## src/rtl/alu_arbiter_if.sv

```systemverilog
`default_nettype none
// ----------------------------------------------------------------------------
// alu_arbiter_if : request/response bundle for the two-requester ALU arbiter
// Rev 1.0
// ----------------------------------------------------------------------------
interface alu_arbiter_if #(
  parameter int WIDTH = 16,
  parameter int OPW   = 3,
  parameter int CNTW  = 16
);
  logic                    req0_valid;
  logic                    req0_ready;
  logic [OPW-1:0]          req0_op;
  logic signed [WIDTH-1:0] req0_lhs;
  logic signed [WIDTH-1:0] req0_rhs;

  logic                    req1_valid;
  logic                    req1_ready;
  logic [OPW-1:0]          req1_op;
  logic signed [WIDTH-1:0] req1_lhs;
  logic signed [WIDTH-1:0] req1_rhs;

  logic                    rsp_valid;
  logic                    rsp_ready;
  logic signed [WIDTH-1:0] rsp_result;
  logic                    rsp_id;
  logic [CNTW-1:0]         op_count;

  modport master (
    output req0_valid, req0_op, req0_lhs, req0_rhs,
    output req1_valid, req1_op, req1_lhs, req1_rhs,
    output rsp_ready,
    input  req0_ready, req1_ready,
    input  rsp_valid, rsp_result, rsp_id, op_count
  );

  modport slave (
    input  req0_valid, req0_op, req0_lhs, req0_rhs,
    input  req1_valid, req1_op, req1_lhs, req1_rhs,
    input  rsp_ready,
    output req0_ready, req1_ready,
    output rsp_valid, rsp_result, rsp_id, op_count
  );
endinterface
`default_nettype wire

```

## src/rtl/alu_arbiter.sv

```systemverilog
`default_nettype none
// ----------------------------------------------------------------------------
// alu_arbiter : round-robin sharing of one combinational ALU between two
//               requesters, with a one-entry registered response.
// Rev 1.0
// ----------------------------------------------------------------------------

module alu_arbiter_alu #(
  parameter int WIDTH = 16,
  parameter int OPW   = 3
) (
  input  wire logic [OPW-1:0]          op,
  input  wire logic signed [WIDTH-1:0] lhs,
  input  wire logic signed [WIDTH-1:0] rhs,
  output      logic signed [WIDTH-1:0] result
);
  localparam int SHW = $clog2(WIDTH);

  always_comb begin
    result = '0;
    case (op)
      3'd0:    result = lhs + rhs;
      3'd1:    result = lhs - rhs;
      3'd2:    result = lhs & rhs;
      3'd3:    result = lhs | rhs;
      3'd4:    result = lhs << rhs[SHW-1:0];
      3'd5:    result = lhs >> rhs[SHW-1:0];
      3'd6:    result = lhs >>> rhs[SHW-1:0];
      default: result = lhs ^ rhs;
    endcase
  end
endmodule

module alu_arbiter #(
  parameter int WIDTH = 16,
  parameter int OPW   = 3,
  parameter int CNTW  = 16
) (
  input wire logic   clk,
  input wire logic   rst,
  alu_arbiter_if.slave bus
);
  typedef enum logic [0:0] {
    S_EMPTY = 1'b0,
    S_FULL  = 1'b1
  } state_t;

  state_t                  state_q, state_d;
  logic                    last_grant_q, last_grant_d;
  logic signed [WIDTH-1:0] result_q, result_d;
  logic                    id_q, id_d;
  logic [CNTW-1:0]         count_q, count_d;

  logic                    can_accept;
  logic                    grant_vld;
  logic                    grant_id;
  logic                    accept;
  logic [OPW-1:0]          alu_op;
  logic signed [WIDTH-1:0] alu_lhs;
  logic signed [WIDTH-1:0] alu_rhs;
  logic signed [WIDTH-1:0] alu_result;

  // Contention goes to whichever requester was not served last.
  always_comb begin
    grant_vld = bus.req0_valid | bus.req1_valid;
    grant_id  = 1'b0;
    if (bus.req0_valid && bus.req1_valid) begin
      grant_id = ~last_grant_q;
    end else if (bus.req1_valid) begin
      grant_id = 1'b1;
    end
  end

  assign can_accept = !rst && ((state_q == S_EMPTY) || bus.rsp_ready);
  assign accept     = can_accept && grant_vld;

  assign bus.req0_ready = can_accept && grant_vld && !grant_id;
  assign bus.req1_ready = can_accept && grant_vld &&  grant_id;

  always_comb begin
    alu_op  = '0;
    alu_lhs = '0;
    alu_rhs = '0;
    if (grant_vld) begin
      if (grant_id) begin
        alu_op  = bus.req1_op;
        alu_lhs = bus.req1_lhs;
        alu_rhs = bus.req1_rhs;
      end else begin
        alu_op  = bus.req0_op;
        alu_lhs = bus.req0_lhs;
        alu_rhs = bus.req0_rhs;
      end
    end
  end

  alu_arbiter_alu #(
    .WIDTH (WIDTH),
    .OPW   (OPW)
  ) u_alu (
    .op     (alu_op),
    .lhs    (alu_lhs),
    .rhs    (alu_rhs),
    .result (alu_result)
  );

  // An accept overrides a same-cycle drain, giving back-to-back results.
  always_comb begin
    state_d      = state_q;
    last_grant_d = last_grant_q;
    result_d     = result_q;
    id_d         = id_q;
    count_d      = count_q;
    if (accept) begin
      state_d      = S_FULL;
      last_grant_d = grant_id;
      result_d     = alu_result;
      id_d         = grant_id;
      count_d      = count_q + CNTW'(1);
    end else if ((state_q == S_FULL) && bus.rsp_ready) begin
      state_d = S_EMPTY;
    end
  end

  always_ff @(posedge clk) begin
    if (rst) begin
      state_q      <= S_EMPTY;
      last_grant_q <= 1'b1;
      result_q     <= '0;
      id_q         <= 1'b0;
      count_q      <= '0;
    end else begin
      state_q      <= state_d;
      last_grant_q <= last_grant_d;
      result_q     <= result_d;
      id_q         <= id_d;
      count_q      <= count_d;
    end
  end

  assign bus.rsp_valid  = (state_q == S_FULL);
  assign bus.rsp_result = result_q;
  assign bus.rsp_id     = id_q;
  assign bus.op_count   = count_q;
endmodule
`default_nettype wire

```

## src/flat_wrapper.sv

```systemverilog
// flat-port wrapper written by rule: the top's interface ports become plain ports
module alu_arbiter_flat 
#(
  parameter int WIDTH = 16,
  parameter int OPW   = 3,
  parameter int CNTW  = 16
)
  (clk, rst, bus_req0_valid, bus_req0_op, bus_req0_lhs, bus_req0_rhs, bus_req1_valid, bus_req1_op, bus_req1_lhs, bus_req1_rhs, bus_rsp_ready, bus_req0_ready, bus_req1_ready, bus_rsp_valid, bus_rsp_result, bus_rsp_id, bus_op_count);
  alu_arbiter_if #(.WIDTH(WIDTH), .OPW(OPW), .CNTW(CNTW)) bus_i ();
  input wire logic clk;
  input wire logic rst;
  input wire logic [$bits(bus_i.req0_valid)-1:0] bus_req0_valid;
  input wire logic [$bits(bus_i.req0_op)-1:0] bus_req0_op;
  input wire logic [$bits(bus_i.req0_lhs)-1:0] bus_req0_lhs;
  input wire logic [$bits(bus_i.req0_rhs)-1:0] bus_req0_rhs;
  input wire logic [$bits(bus_i.req1_valid)-1:0] bus_req1_valid;
  input wire logic [$bits(bus_i.req1_op)-1:0] bus_req1_op;
  input wire logic [$bits(bus_i.req1_lhs)-1:0] bus_req1_lhs;
  input wire logic [$bits(bus_i.req1_rhs)-1:0] bus_req1_rhs;
  input wire logic [$bits(bus_i.rsp_ready)-1:0] bus_rsp_ready;
  output wire logic [$bits(bus_i.req0_ready)-1:0] bus_req0_ready;
  output wire logic [$bits(bus_i.req1_ready)-1:0] bus_req1_ready;
  output wire logic [$bits(bus_i.rsp_valid)-1:0] bus_rsp_valid;
  output wire logic [$bits(bus_i.rsp_result)-1:0] bus_rsp_result;
  output wire logic [$bits(bus_i.rsp_id)-1:0] bus_rsp_id;
  output wire logic [$bits(bus_i.op_count)-1:0] bus_op_count;
  assign bus_i.req0_valid = bus_req0_valid;
  assign bus_i.req0_op = bus_req0_op;
  assign bus_i.req0_lhs = bus_req0_lhs;
  assign bus_i.req0_rhs = bus_req0_rhs;
  assign bus_i.req1_valid = bus_req1_valid;
  assign bus_i.req1_op = bus_req1_op;
  assign bus_i.req1_lhs = bus_req1_lhs;
  assign bus_i.req1_rhs = bus_req1_rhs;
  assign bus_i.rsp_ready = bus_rsp_ready;
  assign bus_req0_ready = bus_i.req0_ready;
  assign bus_req1_ready = bus_i.req1_ready;
  assign bus_rsp_valid = bus_i.rsp_valid;
  assign bus_rsp_result = bus_i.rsp_result;
  assign bus_rsp_id = bus_i.rsp_id;
  assign bus_op_count = bus_i.op_count;
  alu_arbiter #(.WIDTH(WIDTH), .OPW(OPW), .CNTW(CNTW)) u_core (.clk(clk), .rst(rst), .bus(bus_i));
endmodule
```

## config.mk

```make
export PLATFORM = sky130hd
export DESIGN_NAME = alu_arbiter_flat
export DESIGN_NICKNAME = d
export VERILOG_FILES = /design/src/rtl/alu_arbiter_if.sv /design/src/rtl/alu_arbiter.sv /design/src/flat_wrapper.sv
export SDC_FILE = /design/constraint.sdc
export NUM_CORES = 1
export LEC_CHECK = 0
export BUFFER_PORTS_ARGS = -buffer_cell sky130_fd_sc_hd__buf_2
export CAP_MARGIN = 30
export CORE_MARGIN = 2
export CORE_UTILIZATION = 58
export DETAILED_ROUTE_END_ITERATION = 16
export HOLD_SLACK_MARGIN = 0.12
export PLACE_DENSITY = 0.95
export SLEW_MARGIN = 10
export SYNTH_ARGS = -nofsm -noshare
export SYNTH_HDL_FRONTEND = slang
export SYNTH_HIERARCHICAL = 1
export SYNTH_SLANG_ARGS = --single-unit
```

## constraint.sdc

```tcl
create_clock -name clk -period 6.17 [get_ports clk]
set_input_delay 1.234 -clock clk [delete_from_list [all_inputs] [get_ports clk]]
set_output_delay 1.234 -clock clk [all_outputs]
set_load 0.005 [all_outputs]
```

==> out/results.txt, run 1 <==
Die H = 103 um
Ant. Diodes = 0
pin count of the biggest net entering global routing = 47
Worst-Skew Late Latency = 280 ps
Post-Synthesis Cells = 787
Setup Fix Bufs, Post-CTS = 0
P per Cell Area = 182 mW/mm2
Post-synth EDFFs = 0
post-layout minimum cycle time = 5250 ps
Pre-Repair DR Iteration Count = 5
Syn Area/Cell = 7.18 um2
register bit total from synthesis = 35
CTS buffer count = 5
relative slew slack = 39.9%
Worst Setup SP = bus_req1_valid
Iteration-0 DRC Markers = 704
clk slew on worst S/H paths = 70 ps
static leakage = 2.93 nW
fin crit share = 85.1%
min-delay worst type = reg -> reg
dominant cells by area after synthesis = dfxtp_1 (12%), ha_1 (11%), nand2_1 (9.5%)
reg-to-reg critical path startpoint = u_core/last_grant_q
r2r setup slk = 1670 ps
Synth area leader = dfxtp_1
layout cells sized above 1 = 21.7%
Resized cells post-CTS = 0
HPWL Detailed = 14.8 mm
Placed Area = 0.00636 mm2
final setup violating endpoints = 0
worst reg-to-reg path cell count = 15
CP required = 6340 ps
post-route cell area = 0.00644 mm2
ys flop type = dfxtp_1
Initial Util = 58.9%
Final nets = 1005
outcome = finished clean
worst slew pin tran = 892 ps
clk buf depth = 2
Worst Skew = 4.53 ps
MaxCap Viol Count = 0
critical path fanouts, max = 29
Die ar. = 0.0106 mm2
CTS Hold Bufs = 0
Core Area = 0.00959 mm2
total clock sinks = 35
grt ovf = 0
Arr. time, crit path = 5420 ps
CTS root buf = clkbuf_8
WL final = 19.8 mm
via count = 6579
Pwr Total = 1.17 mW
syn nets = 913
vias in the first global route = 5995
Crit. End Element = flip-flop
CP Class = in -> reg
routability congestion estimate = 1.01
area growth from synthesis to final layout = 14.0%
num ports = 111
first-pass GRT wire length = 30.5 mm
chip width = 103 um
startpoint types = primary input
DRC Markers = 0
H-tree Lvls = 2
Slew Viols, Final = 0
fmax = 190 MHz
Warnings, synthesis = 6
Port-buffer cells = 110
commonest cells after routing, fill and taps aside = nand2_1 (143), buf_2 (110), a21oi_1 (59), o21ai_0 (58), nor2_1 (57)
most common cell after layout, fill and taps aside = nand2_1
async set-reset flop share out of synthesis = 0%
sequential share of the synthesized area = 12.4%
maximum vdd ir drop = 0.173 mV
initial antenna violation count = 0
setup TNS = 0 ps
RR Endpoint = u_core/bus.rsp_result[10]
RSZ-0062 raised after global routing = no
Tot GR Track Use = 37.3%
TritonCTS clock tree = done
Routed Antenna Nets = 0
worst setup path end = u_core/bus.rsp_result[10]
Hold Fails Final Rpt = 0
Unique masters post-synth = 76
Vias per Instance = 6.49
Yosys top cell area share = 12.4%
row count = 36
synthesized cell area = 0.00565 mm2
Avg WL per Cell = 19.5 um
-- through the flow --
stage / hold WS (ps) / utilization, % / std cells / worst slack (ps)
floorplan: 451 / - / 787 / 1060
global placement: 432 / 66.2 / 1004 / 850
detailed placement: 460 / 66.3 / 1005 / 760
CTS: 478 / 67.2 / 1013 / 1060
global route: 489 / 67.2 / 1013 / 665
finish: 487 / 67.2 / 1013 / 920
-- per-layer routing --
layer  vias up  share of wire, %  wire length, um  global-route usage [%]
met3       123                11             2180                    9.83
met2       446                45             8920                    59.1
li1       3048                 -                -                       -
met1      2962                38             7510                    46.9
met5         -                 0                0                       0
met4         0               5.8             1140                    18.6
-- power by group --
| group | internal (mW) | switching, mW | leakage (nW) |
|---|---|---|---|
| Clock | 0.0792 | 0.0794 | 0.0422 |
| Combinational | 0.302 | 0.449 | 2.60 |
| Sequential | 0.248 | 0.0140 | 0.286 |
-- cells in the mapped netlist (5+ instances only) --
library cell,instances
nand2_1,143
o21ai_0,66
a21oi_1,59
nor2_1,57
ha_1,50
inv_1,40
dfxtp_1,35
clkbuf_1,29
mux2i_1,22
o211ai_1,21
mux4_2,20
xnor2_1,20
buf_2,15
nand3_1,14
nor3_1,12
and3_1,10
a31oi_1,9
mux2_2,9
nor2b_1,9
or3_1,8
nand4_1,7
nor4_1,7
xor2_1,7
a211oi_1,6
buf_6,6
a21o_1,5
o21a_1,5
o22ai_1,5
o31ai_1,5
-- area by class of cell --
class | count | area [um2]
clock buffer | 7 | 76.3
clock inverter | 1 | 5.00
fill | 855 | 3150
inverter | 42 | 158
multi-input combinational | 653 | 4550
sequential | 35 | 701
tap | 133 | 166
timing repair buffer | 142 | 791
-- registers in the layout (all words and copies together), names as in the netlist --
register	count
u_core/bus.op_count	16
u_core/bus.rsp_result	16
u_core/bus.rsp_id	1
u_core/bus.rsp_valid	1
u_core/last_grant_q	1
-- worst min path at each step --
stage,startpoint,endpoint,depth (start not counted)
5_1_grt,u_core/bus.rsp_id,u_core/bus.rsp_id,1
6_report,u_core/bus.rsp_id,u_core/bus.rsp_id,1
3_3_place_gp,u_core/bus.rsp_id,u_core/bus.rsp_id,1
2_1_floorplan,u_core/bus.rsp_id,u_core/bus.rsp_id,1
4_1_cts,u_core/bus.rsp_id,u_core/bus.rsp_id,1
3_5_place_dp,u_core/bus.rsp_id,u_core/bus.rsp_id,1
-- cell families (layout without fill, tap and decap cells) --
kind of cell               count (synthesis)  in the layout  synth area share [%]
adders and majority gates                 51             51                  11.4
DFF                                       35             35                  12.4
AOI/OAI and AO/OA                        233            233                  26.5
buffers and inverters                     99            192                  7.81
xor gates and xnor gates                  27             27                  4.18
muxes                                     55             55                  15.0
and+or+nand+nor                          287            287                  22.7
-- critical path: stages --
cell and delay, ps:
buf_2 130, a21boi_4 710, nand2_1 100, o21ai_1 390, clkinv_1 500, a31oi_1 340
xnor2_1 160, ha_1 300, a21o_1 260, a21oi_1 270, a21oi_1 190, o21ai_0 280
mux2i_1 140, o32a_1 290, nand2_1 60, nand2_1 50
Note: power is estimated with default switching activity, not from simulation.
==> inputs of run 2 (changes only) <==
--- a/config.mk
+++ b/config.mk
@@ -7,7 +7,7 @@
 export LEC_CHECK = 0
 export BUFFER_PORTS_ARGS = -buffer_cell sky130_fd_sc_hd__buf_2
 export CAP_MARGIN = 30
-export CORE_MARGIN = 2
+export CORE_MARGIN = 5
 export CORE_UTILIZATION = 58
 export DETAILED_ROUTE_END_ITERATION = 16
 export HOLD_SLACK_MARGIN = 0.12
==> run 2 against run 1 <==
Combinational power rose by 0.8%. Non-clock buffer count unchanged. Routed wire length up 3.7%. Sequential share of layout area about the same. Hold slack worse by 16 ps. Total power decreased by 0.10%. Final cell count fell by 0.20%. Core utilization down 0.40 points. First-iteration DRC count rose by 26%. Clock power is 6% lower.
==> out/results.txt, run 2 (same netlist as run 1, synthesis figures left out) <==
outcome = finished clean
Resized cells post-CTS = 0
Worst Skew = 5.19 ps
worst reg-to-reg path cell count = 16
clk slew on worst S/H paths = 70 ps
initial antenna violation count = 0
TritonCTS clock tree = done
layout cells sized above 1 = 21.6%
total clock sinks = 35
maximum vdd ir drop = 0.150 mV
startpoint types = primary input
chip width = 109 um
min-delay worst type = reg -> reg
RSZ-0062 raised after global routing = no
num ports = 111
final setup margin = 961 ps
CP peak stage delay = 560 ps
placed insts = 1005
final setup violating endpoints = 0
Hold Path Depth = 1
Initial Util = 58.6%
P per Cell Area = 182 mW/mm2
crit-path leading delay family = compound AO/OA/AOI/OAI gates
CP Depth = 17
row count = 36
WL final = 20.5 mm
Worst Path Buf+Inv = 3
Vias per Instance = 6.64
Iteration-0 DRC Markers = 890
Worst-Skew Late Latency = 280 ps
Crit. End Element = flip-flop
fin util = 66.8%
Ant. Diodes = 0
MaxCap Viol Count = 0
clk buf depth = 2
reg-to-reg critical path startpoint = u_core/last_grant_q
CTS Hold Bufs = 0
Non-Filler Instances = 1011
Worst Setup SP = bus_req1_valid
Setup WS pre-CTS = 837 ps
post-route cell area = 0.00644 mm2
Placed Area = 0.00636 mm2
setup TNS = 0 ps
worst hold margin = 470 ps
CP required = 6390 ps
grt ovf = 0
Die H = 109 um
Avg WL per Cell = 20.3 um
pin count of the biggest net entering global routing = 47
via count = 6710
HPWL Detailed = 14.9 mm
Slew Viols, Final = 0
fillcell total = 861
Setup Fix Bufs, Post-CTS = 0
DRC Markers = 0
fmax = 192 MHz
first-pass GRT wire length = 32.0 mm
vias in the first global route = 6195
routability congestion estimate = 1.07
CP Class = in -> reg
Final nets = 1005
fin crit share = 84.4%
Arr. time, crit path = 5430 ps
post-layout minimum cycle time = 5210 ps
Port-buffer cells = 110
Worst Hold Launch = u_core/bus.rsp_id
relative slew slack = 29.1%
Die ar. = 0.0118 mm2
Routed Antenna Nets = 0
H-tree Lvls = 2
CTS root buf = clkbuf_8
CTS buffer count = 5
worst slew pin tran = 1040 ps
area growth from synthesis to final layout = 13.9%
most used cell, CP = nand2_1
Tot GR Track Use = 34.0%
most common cell after layout, fill and taps aside = nand2_1
Core Area = 0.00964 mm2
Hold Fails Final Rpt = 0
slowest stage cell, crit path = a21boi_4
Pre-Repair DR Iteration Count = 6
commonest cells after routing, fill and taps aside = nand2_1 (143), buf_2 (110), o21ai_0 (59), a21oi_1 (59), nor2_1 (57)
Pwr Total = 1.17 mW
critical path fanouts, max = 39
static leakage = 2.93 nW
crit-path cells = buf_2 -> a21boi_4 -> buf_4 -> buf_4 -> o21ai_0 -> nor4_1 -> a21oi_1 -> xnor2_1 -> ha_1 -> a21oi_1 -> nand2_1 -> a221oi_1 -> a21boi_1 -> nand3b_1 -> a31oi_1 -> nand2_1 -> nand2_1
## run 2: final cells by class
class / instances / area [um2] / area share (%)
Sequential cell: 35 / 701 / 10.9
Multi-Input combinational cell: 653 / 4550 / 70.7
Timing Repair Buffer: 142 / 791 / 12.3
Clock buffer: 6 / 72.6 / 1.13
Inverter: 42 / 158 / 2.45
Tap cell: 133 / 166 / 2.59
## run 2: layer usage
metal,wire length (um),track usage [%]
met5,0,0
met4,1070,14.2
met3,2590,9.59
met2,9320,54.9
met1,7500,42.4
## run 2: power by group
group | switching [mW] | internal (mW)
combinational | 0.454 | 0.303
clock | 0.0752 | 0.0752
sequential | 0.0152 | 0.248
total | 0.544 | 0.626
## run 2: worst paths after layout
check | end | slack (ps)
max | u_core/bus.rsp_result[13] | 960
min | u_core/bus.rsp_id | 470
max reg2reg | u_core/bus.rsp_result[13] | 1720
min reg2reg | u_core/bus.rsp_id | 470
